<file path="config.mk">
export PLATFORM = sky130hd
export DESIGN_NAME = hazard_ctrl_flat
export DESIGN_NICKNAME = d
export VERILOG_FILES = /design/src/rtl/hazard_ctrl_if.sv /design/src/rtl/hazard_ctrl.sv /design/src/flat_wrapper.sv
export SDC_FILE = /design/constraint.sdc
export NUM_CORES = 1
export LEC_CHECK = 0
export CORE_UTILIZATION = 40
export CTS_BUF_LIST = sky130_fd_sc_hd__clkbuf_8
export DETAILED_ROUTE_END_ITERATION = 6
export DONT_BUFFER_PORTS = 1
export GPL_ROUTABILITY_DRIVEN = 1
export GPL_TIMING_DRIVEN = 0
export MAX_ROUTING_LAYER = met4
export SLEW_MARGIN = 30
export SYNTH_ARGS = -nofsm -noshare
export SYNTH_HDL_FRONTEND = slang
export SYNTH_SLANG_ARGS = --single-unit
</file>
<file path="constraint.sdc">
create_clock -name clk -period 3.9 [get_ports clk]
set_input_delay 0.78 -clock clk [delete_from_list [all_inputs] [get_ports clk]]
set_output_delay 0.78 -clock clk [all_outputs]
set_load 0.02 [all_outputs]
</file>
<file path="src/rtl/hazard_ctrl_if.sv">
// Hazard controller port bundle: pipeline register addresses, PC-write flags, stall/flush/forward outputs.
// StallCnt/FlushCnt exist only when HAZARD_PERF_CNT_EN is defined.
interface hazard_ctrl_if;
  logic [3:0] RA1D;
  logic [3:0] RA2D;
  logic [3:0] RsD;
  logic       UsesRsD;
  logic [3:0] RA1E;
  logic [3:0] RA2E;
  logic [3:0] RsE;
  logic [3:0] RdE;
  logic       RegWriteE;
  logic       MemtoRegE;
  logic [3:0] RdM;
  logic       RegWriteM;
  logic [3:0] RdW;
  logic       RegWriteW;
  logic       PCSrcD;
  logic       PCSrcE;
  logic       PCSrcM;
  logic       PCSrcW;
  logic       BranchTakenE;
  logic       MulStartE;
  logic [1:0] ForwardAE;
  logic [1:0] ForwardBE;
  logic [1:0] ForwardSE;
  logic       StallF;
  logic       StallD;
  logic       StallE;
  logic       FlushD;
  logic       FlushE;
  logic       FlushM;
  logic       MulBusy;
  logic       MulDoneE;
`ifdef HAZARD_PERF_CNT_EN
  logic [31:0] StallCnt;
  logic [31:0] FlushCnt;
`endif

  modport master (
    output RA1D, RA2D, RsD, UsesRsD,
    output RA1E, RA2E, RsE, RdE,
    output RegWriteE, MemtoRegE,
    output RdM, RegWriteM, RdW, RegWriteW,
    output PCSrcD, PCSrcE, PCSrcM, PCSrcW,
    output BranchTakenE, MulStartE,
    input  ForwardAE, ForwardBE, ForwardSE,
    input  StallF, StallD, StallE,
    input  FlushD, FlushE, FlushM,
    input  MulBusy, MulDoneE
`ifdef HAZARD_PERF_CNT_EN
    , input StallCnt, FlushCnt
`endif
  );

  modport slave (
    input  RA1D, RA2D, RsD, UsesRsD,
    input  RA1E, RA2E, RsE, RdE,
    input  RegWriteE, MemtoRegE,
    input  RdM, RegWriteM, RdW, RegWriteW,
    input  PCSrcD, PCSrcE, PCSrcM, PCSrcW,
    input  BranchTakenE, MulStartE,
    output ForwardAE, ForwardBE, ForwardSE,
    output StallF, StallD, StallE,
    output FlushD, FlushE, FlushM,
    output MulBusy, MulDoneE
`ifdef HAZARD_PERF_CNT_EN
    , output StallCnt, FlushCnt
`endif
  );
endinterface

</file>
<file path="src/rtl/hazard_ctrl.sv">
// Forwarding, load-use/PC stalls, branch flushes and multi-cycle multiply sequencing.
// Optional perf counters: define HAZARD_PERF_CNT_EN.
module hazard_ctrl #(
  parameter int MUL_CYCLES = 3
) (
  input logic         clk,
  input logic         reset,
  hazard_ctrl_if.slave hz
);

  localparam logic [0:0] IDLE = 1'b0;
  localparam logic [0:0] MUL  = 1'b1;

  function automatic logic [1:0] fwd_sel(
    input logic [3:0] r,
    input logic       wm,
    input logic [3:0] rdm,
    input logic       ww,
    input logic [3:0] rdw
  );
    logic m_hit;
    logic w_hit;
    // R15 reads come from PCPlus8, never from the bypass
    m_hit = wm & (rdm == r) & (r != 4'd15);
    w_hit = ww & (rdw == r) & (r != 4'd15) & ~m_hit;
    fwd_sel = 2'b00;
    unique case (1'b1)
      m_hit:   fwd_sel = 2'b10;
      w_hit:   fwd_sel = 2'b01;
      default: fwd_sel = 2'b00;
    endcase
  endfunction

  logic [0:0] state;
  logic [0:0] state_nxt;
  logic [3:0] cnt;
  logic [3:0] cnt_nxt;
  logic       mul_busy;
  logic       mul_done;
  logic       mul_stall;
  logic       ldr_stall;
  logic       pc_pend;
  logic       br_flush;

  always_comb begin
    state_nxt = state;
    cnt_nxt   = cnt;
    mul_busy  = 1'b0;
    mul_done  = 1'b0;
    unique case (state)
      IDLE: begin
        if (hz.MulStartE) begin
          mul_busy  = 1'b1;
          state_nxt = MUL;
          cnt_nxt   = 4'(MUL_CYCLES - 1);
        end
      end
      MUL: begin
        mul_busy = 1'b1;
        cnt_nxt  = cnt - 4'd1;
        if (cnt == 4'd1) begin
          mul_done  = 1'b1;
          state_nxt = IDLE;
        end
      end
    endcase
  end

  always_ff @(posedge clk) begin
    if (reset) begin
      state <= IDLE;
      cnt   <= 4'd0;
    end else begin
      state <= state_nxt;
      cnt   <= cnt_nxt;
    end
  end

  assign mul_stall = mul_busy & ~mul_done;

  assign ldr_stall = ~mul_busy
                   & hz.MemtoRegE & hz.RegWriteE
                   & ((hz.RA1D == hz.RdE)
                    | (hz.RA2D == hz.RdE)
                    | (hz.UsesRsD & (hz.RsD == hz.RdE)));

  assign pc_pend  = hz.PCSrcD | hz.PCSrcE | hz.PCSrcM;
  assign br_flush = hz.BranchTakenE & ~mul_stall;

  assign hz.ForwardAE = fwd_sel(hz.RA1E, hz.RegWriteM, hz.RdM,
                                hz.RegWriteW, hz.RdW);
  assign hz.ForwardBE = fwd_sel(hz.RA2E, hz.RegWriteM, hz.RdM,
                                hz.RegWriteW, hz.RdW);
  assign hz.ForwardSE = fwd_sel(hz.RsE, hz.RegWriteM, hz.RdM,
                                hz.RegWriteW, hz.RdW);

  assign hz.StallF   = ldr_stall | pc_pend | mul_stall;
  assign hz.StallD   = ldr_stall | mul_stall;
  assign hz.StallE   = mul_stall;
  assign hz.FlushD   = pc_pend | hz.PCSrcW | br_flush;
  assign hz.FlushE   = ldr_stall | br_flush;
  assign hz.FlushM   = mul_stall;
  assign hz.MulBusy  = mul_busy;
  assign hz.MulDoneE = mul_done;

`ifdef HAZARD_PERF_CNT_EN
  logic [31:0] stall_cnt;
  logic [31:0] flush_cnt;

  always_ff @(posedge clk) begin
    if (reset) begin
      stall_cnt <= 32'd0;
      flush_cnt <= 32'd0;
    end else begin
      if (hz.StallD && stall_cnt != '1)
        stall_cnt <= stall_cnt + 32'd1;
      if (hz.FlushE && flush_cnt != '1)
        flush_cnt <= flush_cnt + 32'd1;
    end
  end

  assign hz.StallCnt = stall_cnt;
  assign hz.FlushCnt = flush_cnt;
`endif

endmodule
</file>
<file path="src/flat_wrapper.sv">
// flat-port wrapper written by rule: the top's interface ports become plain ports
module hazard_ctrl_flat 
#(
  parameter int MUL_CYCLES = 3
)
  (clk, reset, hz_RA1D, hz_RA2D, hz_RsD, hz_UsesRsD, hz_RA1E, hz_RA2E, hz_RsE, hz_RdE, hz_RegWriteE, hz_MemtoRegE, hz_RdM, hz_RegWriteM, hz_RdW, hz_RegWriteW, hz_PCSrcD, hz_PCSrcE, hz_PCSrcM, hz_PCSrcW, hz_BranchTakenE, hz_MulStartE, hz_ForwardAE, hz_ForwardBE, hz_ForwardSE, hz_StallF, hz_StallD, hz_StallE, hz_FlushD, hz_FlushE, hz_FlushM, hz_MulBusy, hz_MulDoneE);
  hazard_ctrl_if hz_i ();
  input logic clk;
  input logic reset;
  input wire logic [$bits(hz_i.RA1D)-1:0] hz_RA1D;
  input wire logic [$bits(hz_i.RA2D)-1:0] hz_RA2D;
  input wire logic [$bits(hz_i.RsD)-1:0] hz_RsD;
  input wire logic [$bits(hz_i.UsesRsD)-1:0] hz_UsesRsD;
  input wire logic [$bits(hz_i.RA1E)-1:0] hz_RA1E;
  input wire logic [$bits(hz_i.RA2E)-1:0] hz_RA2E;
  input wire logic [$bits(hz_i.RsE)-1:0] hz_RsE;
  input wire logic [$bits(hz_i.RdE)-1:0] hz_RdE;
  input wire logic [$bits(hz_i.RegWriteE)-1:0] hz_RegWriteE;
  input wire logic [$bits(hz_i.MemtoRegE)-1:0] hz_MemtoRegE;
  input wire logic [$bits(hz_i.RdM)-1:0] hz_RdM;
  input wire logic [$bits(hz_i.RegWriteM)-1:0] hz_RegWriteM;
  input wire logic [$bits(hz_i.RdW)-1:0] hz_RdW;
  input wire logic [$bits(hz_i.RegWriteW)-1:0] hz_RegWriteW;
  input wire logic [$bits(hz_i.PCSrcD)-1:0] hz_PCSrcD;
  input wire logic [$bits(hz_i.PCSrcE)-1:0] hz_PCSrcE;
  input wire logic [$bits(hz_i.PCSrcM)-1:0] hz_PCSrcM;
  input wire logic [$bits(hz_i.PCSrcW)-1:0] hz_PCSrcW;
  input wire logic [$bits(hz_i.BranchTakenE)-1:0] hz_BranchTakenE;
  input wire logic [$bits(hz_i.MulStartE)-1:0] hz_MulStartE;
  output wire logic [$bits(hz_i.ForwardAE)-1:0] hz_ForwardAE;
  output wire logic [$bits(hz_i.ForwardBE)-1:0] hz_ForwardBE;
  output wire logic [$bits(hz_i.ForwardSE)-1:0] hz_ForwardSE;
  output wire logic [$bits(hz_i.StallF)-1:0] hz_StallF;
  output wire logic [$bits(hz_i.StallD)-1:0] hz_StallD;
  output wire logic [$bits(hz_i.StallE)-1:0] hz_StallE;
  output wire logic [$bits(hz_i.FlushD)-1:0] hz_FlushD;
  output wire logic [$bits(hz_i.FlushE)-1:0] hz_FlushE;
  output wire logic [$bits(hz_i.FlushM)-1:0] hz_FlushM;
  output wire logic [$bits(hz_i.MulBusy)-1:0] hz_MulBusy;
  output wire logic [$bits(hz_i.MulDoneE)-1:0] hz_MulDoneE;
  assign hz_i.RA1D = hz_RA1D;
  assign hz_i.RA2D = hz_RA2D;
  assign hz_i.RsD = hz_RsD;
  assign hz_i.UsesRsD = hz_UsesRsD;
  assign hz_i.RA1E = hz_RA1E;
  assign hz_i.RA2E = hz_RA2E;
  assign hz_i.RsE = hz_RsE;
  assign hz_i.RdE = hz_RdE;
  assign hz_i.RegWriteE = hz_RegWriteE;
  assign hz_i.MemtoRegE = hz_MemtoRegE;
  assign hz_i.RdM = hz_RdM;
  assign hz_i.RegWriteM = hz_RegWriteM;
  assign hz_i.RdW = hz_RdW;
  assign hz_i.RegWriteW = hz_RegWriteW;
  assign hz_i.PCSrcD = hz_PCSrcD;
  assign hz_i.PCSrcE = hz_PCSrcE;
  assign hz_i.PCSrcM = hz_PCSrcM;
  assign hz_i.PCSrcW = hz_PCSrcW;
  assign hz_i.BranchTakenE = hz_BranchTakenE;
  assign hz_i.MulStartE = hz_MulStartE;
  assign hz_ForwardAE = hz_i.ForwardAE;
  assign hz_ForwardBE = hz_i.ForwardBE;
  assign hz_ForwardSE = hz_i.ForwardSE;
  assign hz_StallF = hz_i.StallF;
  assign hz_StallD = hz_i.StallD;
  assign hz_StallE = hz_i.StallE;
  assign hz_FlushD = hz_i.FlushD;
  assign hz_FlushE = hz_i.FlushE;
  assign hz_FlushM = hz_i.FlushM;
  assign hz_MulBusy = hz_i.MulBusy;
  assign hz_MulDoneE = hz_i.MulDoneE;
  hazard_ctrl #(.MUL_CYCLES(MUL_CYCLES)) u_core (.clk(clk), .reset(reset), .hz(hz_i));
endmodule
</file>
Word level (Yosys, flattened, before mapping)
Index checks and enable logic that the tools add are counted.
Widths: inputs -> output; s select.
{ "totals": {"n_memories": 0, "rom_bits": 0, "register_bits": 5, "in_bits": 49, "latch_bits": 0, "ram_bits": 0, "output_inout_bits": 14} }
{ "classes": {"shift": 0, "mul": 0, "bitwise": 38, "magnitude_cmp": 0, "n_mux": 11, "div": 0, "n_eq_ne": 14, "reduce_logical": 0, "addsub": 1} }
{ "ops": {"columns": ["operator", "n"], "rows": [
  ["$eq 4x4->1", 9],
  ["$and 1x1->1", 21],
  ["$ne 4x4->1 const B", 3],
  ["$pmux 2 s2", 3],
  ["$or 1x1->1", 10],
  ["$pmux 4 s2", 1],
  ["$not 1->1", 7],
  ["$eq 4x1->1 const B", 1],
  ["$mux 1", 4],
  ["$mux 4", 1],
  ["$pmux 1 s2", 2],
  ["$sub 4x1->4 const B", 1],
  ["$ne 2x2->1 const B", 1]
]} }

Depth between registers and ports, before layout
Gate-level depths: netlist of the first run.
{ "depth": {"word_depth": 8, "ltp_mapped": 6} }

Worst setup path before layout of the first run
OpenSTA, ideal clock, no wires.
{ "synth_path": {"path_kind": "input to output", "from": "input port hz_RA1E[0]", "to": "output port hz_ForwardAE[0]", "t_required_ns": 3.120, "path_stages": 3, "setup_slack_ns": 1.419, "arrival_time_ns": 1.701, "path_cell_list": "or2_2 > a21oi_1 > nor3_1"} }
{ "synth_between": {"elab_chain_cells": 6, "elab_cells_between_ends": 10} }
{ "synth_lines": {"columns": ["element", "line_no", "text"], "rows": [
  ["start, declared", "flat_wrapper.sv:14", "input wire logic [$bits(hz_i.RA1E)-1:0] hz_RA1E;"],
  ["$eq 4x4->1", "hazard_ctrl.sv:24", "m_hit = wm & (rdm == r) & (r != 4'd15);"],
  ["$and 1x1->1 (2 in a row)", "hazard_ctrl.sv:24", null],
  ["$not 1->1", "hazard_ctrl.sv:25", "w_hit = ww & (rdw == r) & (r != 4'd15) & ~m_hit;"],
  ["$and 1x1->1", "hazard_ctrl.sv:25", null],
  ["$pmux 2 s2 *", "hazard_ctrl.sv:27", "unique case (1'b1)"],
  ["end, declared", "flat_wrapper.sv:30", "output wire logic [$bits(hz_i.ForwardAE)-1:0] hz_ForwardAE;"]
]} }
Every way passes the cells marked *; elsewhere a longest branch is shown, timed or not.

Worst setup path in the final report of the first run
{ "layout_path": {"from": "input port hz_RdM[0]", "to": "output port hz_ForwardBE[0]"} }
{ "layout_between": {"elab_chain_cells": 6} }
{ "layout_lines": {"columns": ["element", "line_no", "text"], "rows": [
  ["start, declared", "flat_wrapper.sv:20", "input wire logic [$bits(hz_i.RdM)-1:0] hz_RdM;"],
  ["$eq 4x4->1 *", "hazard_ctrl.sv:24", null],
  ["$and 1x1->1 * (2 in a row)", "hazard_ctrl.sv:24", null],
  ["$not 1->1", "hazard_ctrl.sv:25", null],
  ["$and 1x1->1", "hazard_ctrl.sv:25", null],
  ["$pmux 2 s2 *", "hazard_ctrl.sv:27", null],
  ["end, declared", "flat_wrapper.sv:31", "output wire logic [$bits(hz_i.ForwardBE)-1:0] hz_ForwardBE;"]
]} }
Marked as above.

==> key figures, run 1 <==
Run status
  – Status: finished clean

Hold path
  – Worst Hold Class: register to register
  – Hold-critical path depth: 2
  – Hold endpoint: u_core.cnt[2]
  – Hold wc startpoint: u_core.cnt[2]

Floorplanning
  – Die Y: 46.3 microns
  – Core area: 0.00178 sq mm
  – Top-Level Pins: 63
  – DIE AREA: 0.00214 sq mm
  – Initial core utilization: 0.440
  – Die W: 46.3 microns
  – Row Count: 15

STA
  – Final setup violation count: 0
  – Sum Neg Setup Slack: 0 ns
  – Min Tclk post-route: 2.56 ns
  – Highest clock rate: 391 MHz
  – Slew HR: 0.547
  – Unrepaired setup endpoints after global routing: false
  – Final worst-path cycle share: 0.656
  – Final hold vios: 0
  – Hold_ws: 0.549 ns
  – Slew @ Worst Pin: 0.674 ns
  – Slew Limit Fails: 0
  – Skew final: 0.00329 ns

Logic synthesis
  – Distinct cell type count after synthesis: 28
  – Syn Area/Cell: 7.62 sq um
  – Post-Syn Instances: 103
  – Synth top cells by count: 30 x xnor2_1, 9 x nand3_1, 8 x nand4_1, 8 x nor2_1, 6 x nor3_1
  – Sequential area share after synthesis: 0.128
  – Cell area after synthesis: 785 sq um
  – Syn Nets: 154
  – Leading area contributor after synthesis: xnor2_1
  – Post-synth top area share: 0.335
  – Synth area leaders: xnor2_1 33%, dfxtp_1 13%, nand4_1 6.4%
  – FFs w/ async S/R, synth: 0
  – Count leader, synth: xnor2_1
  – EDFF count, synth: 0
  – Yosys warns: 0
  – Post-synthesis register bit count: 5
  – Synth Flop Type: dfxtp_1

Placed design
  – Count of input and output buffers: 0
  – Gpl congestion: 0.743
  – Placed cells: 128
  – Placed inst area: 816 sq um

GRT
  – Grt ovf: 0
  – Largest net degree at the start of global routing: 10
  – Antenna violations before repair: 0
  – Vias in the first global route: 637
  – Gr usage total: 0.171
  – First-pass GRT wire length: 2480 microns

Clock tree
  – # H-tree levels: 1
  – Hold buffer count at cts: 0
  – Clock Tree Buf Depth: 2
  – Sink Count: 5
  – Later-pin clock latency in the skew report: 0.22 ns
  – PostCTS Resize Cnt: 0
  – CTS tree: built
  – Clk slew on worst S/H paths: 0.03 ns
  – TritonCTS Buffers: 3
  – Root buf cell: clkbuf_8
  – Setup bufs post-CTS: 0

Setup path
  – Crit-path slowest cell: a21oi_1
  – CP bufs+invs: 0
  – CP cell instances: or2_2 > a21oi_1 > nor3_1
  – Setup crit end kind: output port
  – Crit-path leading delay family: simple AND/OR/NAND/NOR gates
  – Crit-path max cell delay: 0.46 ns
  – CP startpoint kind: input pin
  – R2R depth: 4
  – Crit path kind: input pin to output port
  – WP data arrival: 1.78 ns
  – Worst-path maximum fanout: 5
  – CP required: 3.12 ns
  – Reg-to-Reg End: u_core.state
  – Worst path depth: 3
  – Setup slack, reg-to-reg: 2.53 ns
  – Worst flop-to-flop path startpoint: u_core.cnt[0]

Pwr
  – Clock Power Share: 0.401
  – P_leak: 0.269 nW
  – Pint: 166 uW
  – P_sw: 66.5 uW
  – Power density cells: 270 mW/mm^2
  – Peak VDD IR: 0.182 mV
  – Combinational fraction of design power: 0.340
  – Sequential share of power: 0.259
  – Switch share: 0.286

Drt
  – Via density: 5.71
  – Vias after detailed routing: 754
  – Total Wirelength: 1870 microns
  – DR DRC count: 0
  – Router iterations before antenna repair: 4
  – 1st-iter DRT viols: 9
  – Final ANT Viol Nets: 0
  – Routed wire per std cell: 14.2 microns

Final layout
  – Final net count: 159
  – Final Instance Count excl. Fillers: 132
  – Area Growth Syn to Fin: 9.73%
  – Share of cells above drive strength 1: 0.112
  – Ant diodes: 0
  – Post-layout instance area: 861 sq um

Job
  – Maxcap violations: 0
-- logic make-up after synthesis --
family / after synthesis / synth area share
fa+ha+maj: 2 / 0.0319
compound gates: 14 / 0.115
mux: 1 / 0.0128
simple gates: 44 / 0.324
xor+xnor: 31 / 0.346
buf+inv: 6 / 0.0431
flops: 5 / 0.128
-- metrics by stage --
| step | setup slack, ns | utilization | power [mW] |
|---|---|---|---|
| 2_1_floorplan | 1.42 | - | 0.132 |
| 3_3_place_gp | 1.34 | 0.458 | 0.138 |
| 3_5_place_dp | 1.34 | 0.458 | 0.140 |
| 4_1_cts | 1.34 | 0.483 | 0.235 |
| 5_1_grt | 1.26 | 0.483 | 0.249 |
| 6_report | 1.34 | 0.483 | 0.233 |
-- per-layer routing --
metal,global-route usage,routed length [microns],share of wire,vias to the layer above
met5,-,0,0,-
met4,0.106,34,0.018,0
met3,0.0353,152,0.081,4
met2,0.276,872,0.47,43
met1,0.192,815,0.43,338
li1,-,-,-,369
-- flip-flops by register name (all words and copies together), names as in the netlist --
signal,cells
u_core.state,1
u_core.cnt,4
-- layout by cell type (no fill, tap or decap), drive strengths merged, types with 3 or more instances in the layout --
master  netlist  final
dfxtp         5      5
a21oi         5      5
nand3         9      9
xnor2        30     30
o21ai         3      3
nor3          6      6
nand4         8      8
inv           4      5
or2           4      4
nor2          8      8
clkbuf        0      3
nand2         4      4
-- worst register-to-register path: stages (launching register included) --
cell and delay, ns:
dfxtp_1 0.38, ha_1 0.17, nor4bb_4 0.45, or2_4 0.24, nor2_1 0.04
-- worst max-delay path by stage --
stage                     slack (ns)           from         endpoint
final                           1.34      hz_RdM[0]  hz_ForwardBE[0]
after global routing            1.26  u_core.cnt[0]        hz_StallE
after CTS                       1.34      hz_RdM[0]  hz_ForwardBE[0]
after detailed placement        1.34      hz_RdM[0]  hz_ForwardBE[0]
after global placement          1.34      hz_RdM[0]  hz_ForwardBE[0]
after floorplan                 1.42     hz_RA1E[0]  hz_ForwardAE[0]
-- power groups by stage --
stage	logic, mW	clock network [mW]	registers, mW
2_1_floorplan	0.0715	0	0.0601
3_3_place_gp	0.0770	0	0.0608
3_5_place_dp	0.0787	0	0.0610
4_1_cts	0.0795	0.0948	0.0603
5_1_grt	0.0877	0.100	0.0607
6_report	0.0790	0.0933	0.0602
-- layout make-up --
| cell class | instances | area, sq um |
|---|---|---|
| clock buffer | 3 | 41.3 |
| buffer | 2 | 18.8 |
| clock inverter | 1 | 3.75 |
| sequential | 5 | 100 |
| multi-input combinational | 92 | 651 |
| tap | 25 | 31.3 |
| inverter | 4 | 15.0 |
| fill | 178 | 922 |
No activity file was read; power rests on OpenSTA's default activity.
==> inputs of run 2 (changes only) <==
clock period = 2.05 ns   (was 3.9 ns; I/O delays follow)
==> key figures, run 2 (synthesis gave the netlist of run 1 again) <==
Setup path
  – Worst-path maximum fanout: 5 (unchanged)
  – Setup slack, reg-to-reg: 0.70 ns (was 2.53 ns)
  – Critical Path Start: u_core.cnt[1] (was hz_RdM[0])
  – Worst setup path endpoint: hz_StallE (was hz_ForwardBE[0])
  – CP required: 1.64 ns (was 3.12 ns)
  – Crit path kind: register to output port (was input pin to output port)
  – Reg-to-Reg End: u_core.state (unchanged)
  – R2R depth: 6 (was 4)
  – WP data arrival: 1.64 ns (was 1.78 ns)
  – CP startpoint kind: register (was input pin)
  – Worst flop-to-flop path startpoint: u_core.cnt[1] (was u_core.cnt[0])
  – Setup crit end kind: output port (unchanged)

STA
  – Sum Neg Setup Slack: 0 ns (unchanged)
  – Unrepaired setup endpoints after global routing: true (was false)
  – Hold_ws: 0.247 ns (was 0.549 ns)
  – Final setup margin: 0.00304 ns (was 1.34 ns)
  – Slew HR: 0.547 (about the same)
  – Final setup violation count: 0 (unchanged)
  – Skew final: 0.000383 ns (was 0.00329 ns)
  – Slew Limit Fails: 0 (unchanged)
  – Final hold vios: 0 (unchanged)
  – Min Tclk post-route: 2.05 ns
  – Final worst-path cycle share: 0.999
  – Slew @ Worst Pin: 0.675 ns (was 0.674 ns)
  – Highest clock rate: 489 MHz

GRT
  – Grt ovf: 0 (unchanged)
  – Gr usage total: 0.179 (was 0.171)
  – First-pass GRT wire length: 2590 microns (was 2480 microns)
  – Antenna violations before repair: 0 (unchanged)
  – Vias in the first global route: 668 (was 637)
  – Largest net degree at the start of global routing: 10 (unchanged)

Drt
  – Final ANT Viol Nets: 0 (unchanged)
  – Total Wirelength: 2020 microns (was 1870 microns)
  – Via density: 5.68 (was 5.71)
  – DR DRC count: 0 (unchanged)
  – Vias after detailed routing: 784 (was 754)
  – 1st-iter DRT viols: 11 (was 9)
  – Router iterations before antenna repair: 4 (unchanged)
  – Routed wire per std cell: 14.6 microns (was 14.2 microns)

Placed design
  – Dpl ws: 0.115 ns (was 1.34 ns)
  – Placed inst area: 816 sq um (unchanged)
  – Gpl congestion: 0.743 (unchanged)
  – Count of input and output buffers: 0 (unchanged)

Final layout
  – Fillers: 184 (was 178)
  – Seq. cell area: 106 sq um (was 100 sq um)
  – Ant diodes: 0 (unchanged)
  – Biggest regs: u_core.cnt: 4 flops, u_core.state: 1 flops (unchanged)
  – Most common cell after layout, fill and taps aside: xnor2_1 (unchanged)
  – Max FFs per register: 4 (unchanged)
  – Area Growth Syn to Fin: 20.1% (was 9.73%)
  – Commonest cells after routing, fill and taps aside: 30 x xnor2_1, 9 x nand3_1, 8 x nor2_1, 8 x nand4_1, 7 x buf_4 (was 30 x xnor2_1, 9 x nand3_1, 8 x nor2_1, 8 x nand4_1, 6 x nor3_1)
  – Post-layout instance area: 942 sq um (was 861 sq um)
  – Multi-input logic area: 681 sq um (was 651 sq um)
  – Final net count: 165 (was 159)
  – Top reg by flops: u_core.cnt (unchanged)
  – Share of cells above drive strength 1: 0.212 (was 0.112)

Pwr
  – Overall power: 469 uW (was 233 uW)
  – Peak VDD IR: 0.343 mV (was 0.182 mV)
  – P_sw: 139 uW (was 66.5 uW)
  – Pint: 330 uW (was 166 uW)
  – Combinational fraction of design power: 0.366 (was 0.340)
  – Power density cells: 498 mW/mm^2 (was 270 mW/mm^2)
  – P_leak: 0.313 nW (was 0.269 nW)
  – Sequential share of power: 0.248 (was 0.259)
  – Clock Power Share: 0.386 (was 0.401)
  – Switch share: 0.297 (was 0.286)

Floorplanning
  – Die Y: 46.3 microns (unchanged)
  – Core area: 0.00178 sq mm (unchanged)
  – Die W: 46.3 microns (unchanged)
  – Initial core utilization: 0.440 (unchanged)
  – Row Count: 15 (unchanged)
  – Top-Level Pins: 63 (unchanged)
  – DIE AREA: 0.00214 sq mm (unchanged)

Clock tree
  – # H-tree levels: 1 (unchanged)
  – Hold buffer count at cts: 0 (unchanged)
  – CTS tree: built (unchanged)
  – Clk slew on worst S/H paths: 0.04 ns (was 0.03 ns)
  – Clock Tree Buf Depth: 2 (unchanged)
  – Later-pin clock latency in the skew report: 0.22 ns (about the same)
  – Root buf cell: clkbuf_8 (unchanged)
  – TritonCTS Buffers: 3 (unchanged)
  – Sink Count: 5 (unchanged)

Job
  – Maxcap violations: 0 (unchanged)

Hold path
  – Worst Hold Class: input pin to register (was register to register)

Run status
  – Status: finished clean (unchanged)
run 2: how the worst min path moves through the flow:
stage           from       endpoint  slack [ns]  depth (start not counted)
4_1_cts        reset  u_core.cnt[0]        0.25                          1
6_report       reset   u_core.state        0.25                          1
3_5_place_dp   reset  u_core.cnt[2]        0.49                          1
5_1_grt        reset  u_core.cnt[0]        0.25                          1
3_3_place_gp   reset  u_core.cnt[2]        0.48                          1
2_1_floorplan  reset  u_core.cnt[2]        0.48                          1
run 2: worst max-delay path: stages (launching register included):
cell and delay (ns):
dfxtp_2 0.32, inv_2 0.07, ha_4 0.12, nor4bb_4 0.36, or2_4 0.24, inv_1 0.12
buf_4 0.18
run 2: repair_timing:
action	in CTS	in global routing
cloned	0	0
pin swaps	2	1
resized for setup	1	9
setup endpoints to repair	3	4
buffers inserted	2	4
run 2: area by class of cell:
class,instances,share of cell area
clock inverters,1,0.00398
multi-input cells,92,0.722
repair buffers,6,0.0478
flip-flops and latches,5,0.113
clock buffers,3,0.0438
inverters,4,0.0159
plain buffers,2,0.0199
well taps,25,0.0332
run 2: power by group through the flow:
stage	logic, mW	clock network (mW)	registers [mW]
after floorplan	0.136	0	0.114
after global placement	0.147	0	0.116
after detailed placement	0.150	0	0.116
after CTS	0.156	0.180	0.115
after global routing	0.188	0.192	0.118
final	0.172	0.181	0.116
run 2: per-stage QoR:
| step | util | cells |
|---|---|---|
| after detailed placement | 0.458 | 128 |
| final | 0.528 | 138 |
| after floorplan | - | 103 |
| after global routing | 0.528 | 138 |
| after global placement | 0.458 | 128 |
| after CTS | 0.492 | 134 |
run 2: layer usage:
layer	wire, microns	vias to the layer above	share of wire	global-route usage
li1	-	380	-	-
met3	137	4	0.068	0.0353
met4	34	0	0.017	0.106
met5	0	-	0	-
met2	980	39	0.49	0.301
met1	863	361	0.43	0.191
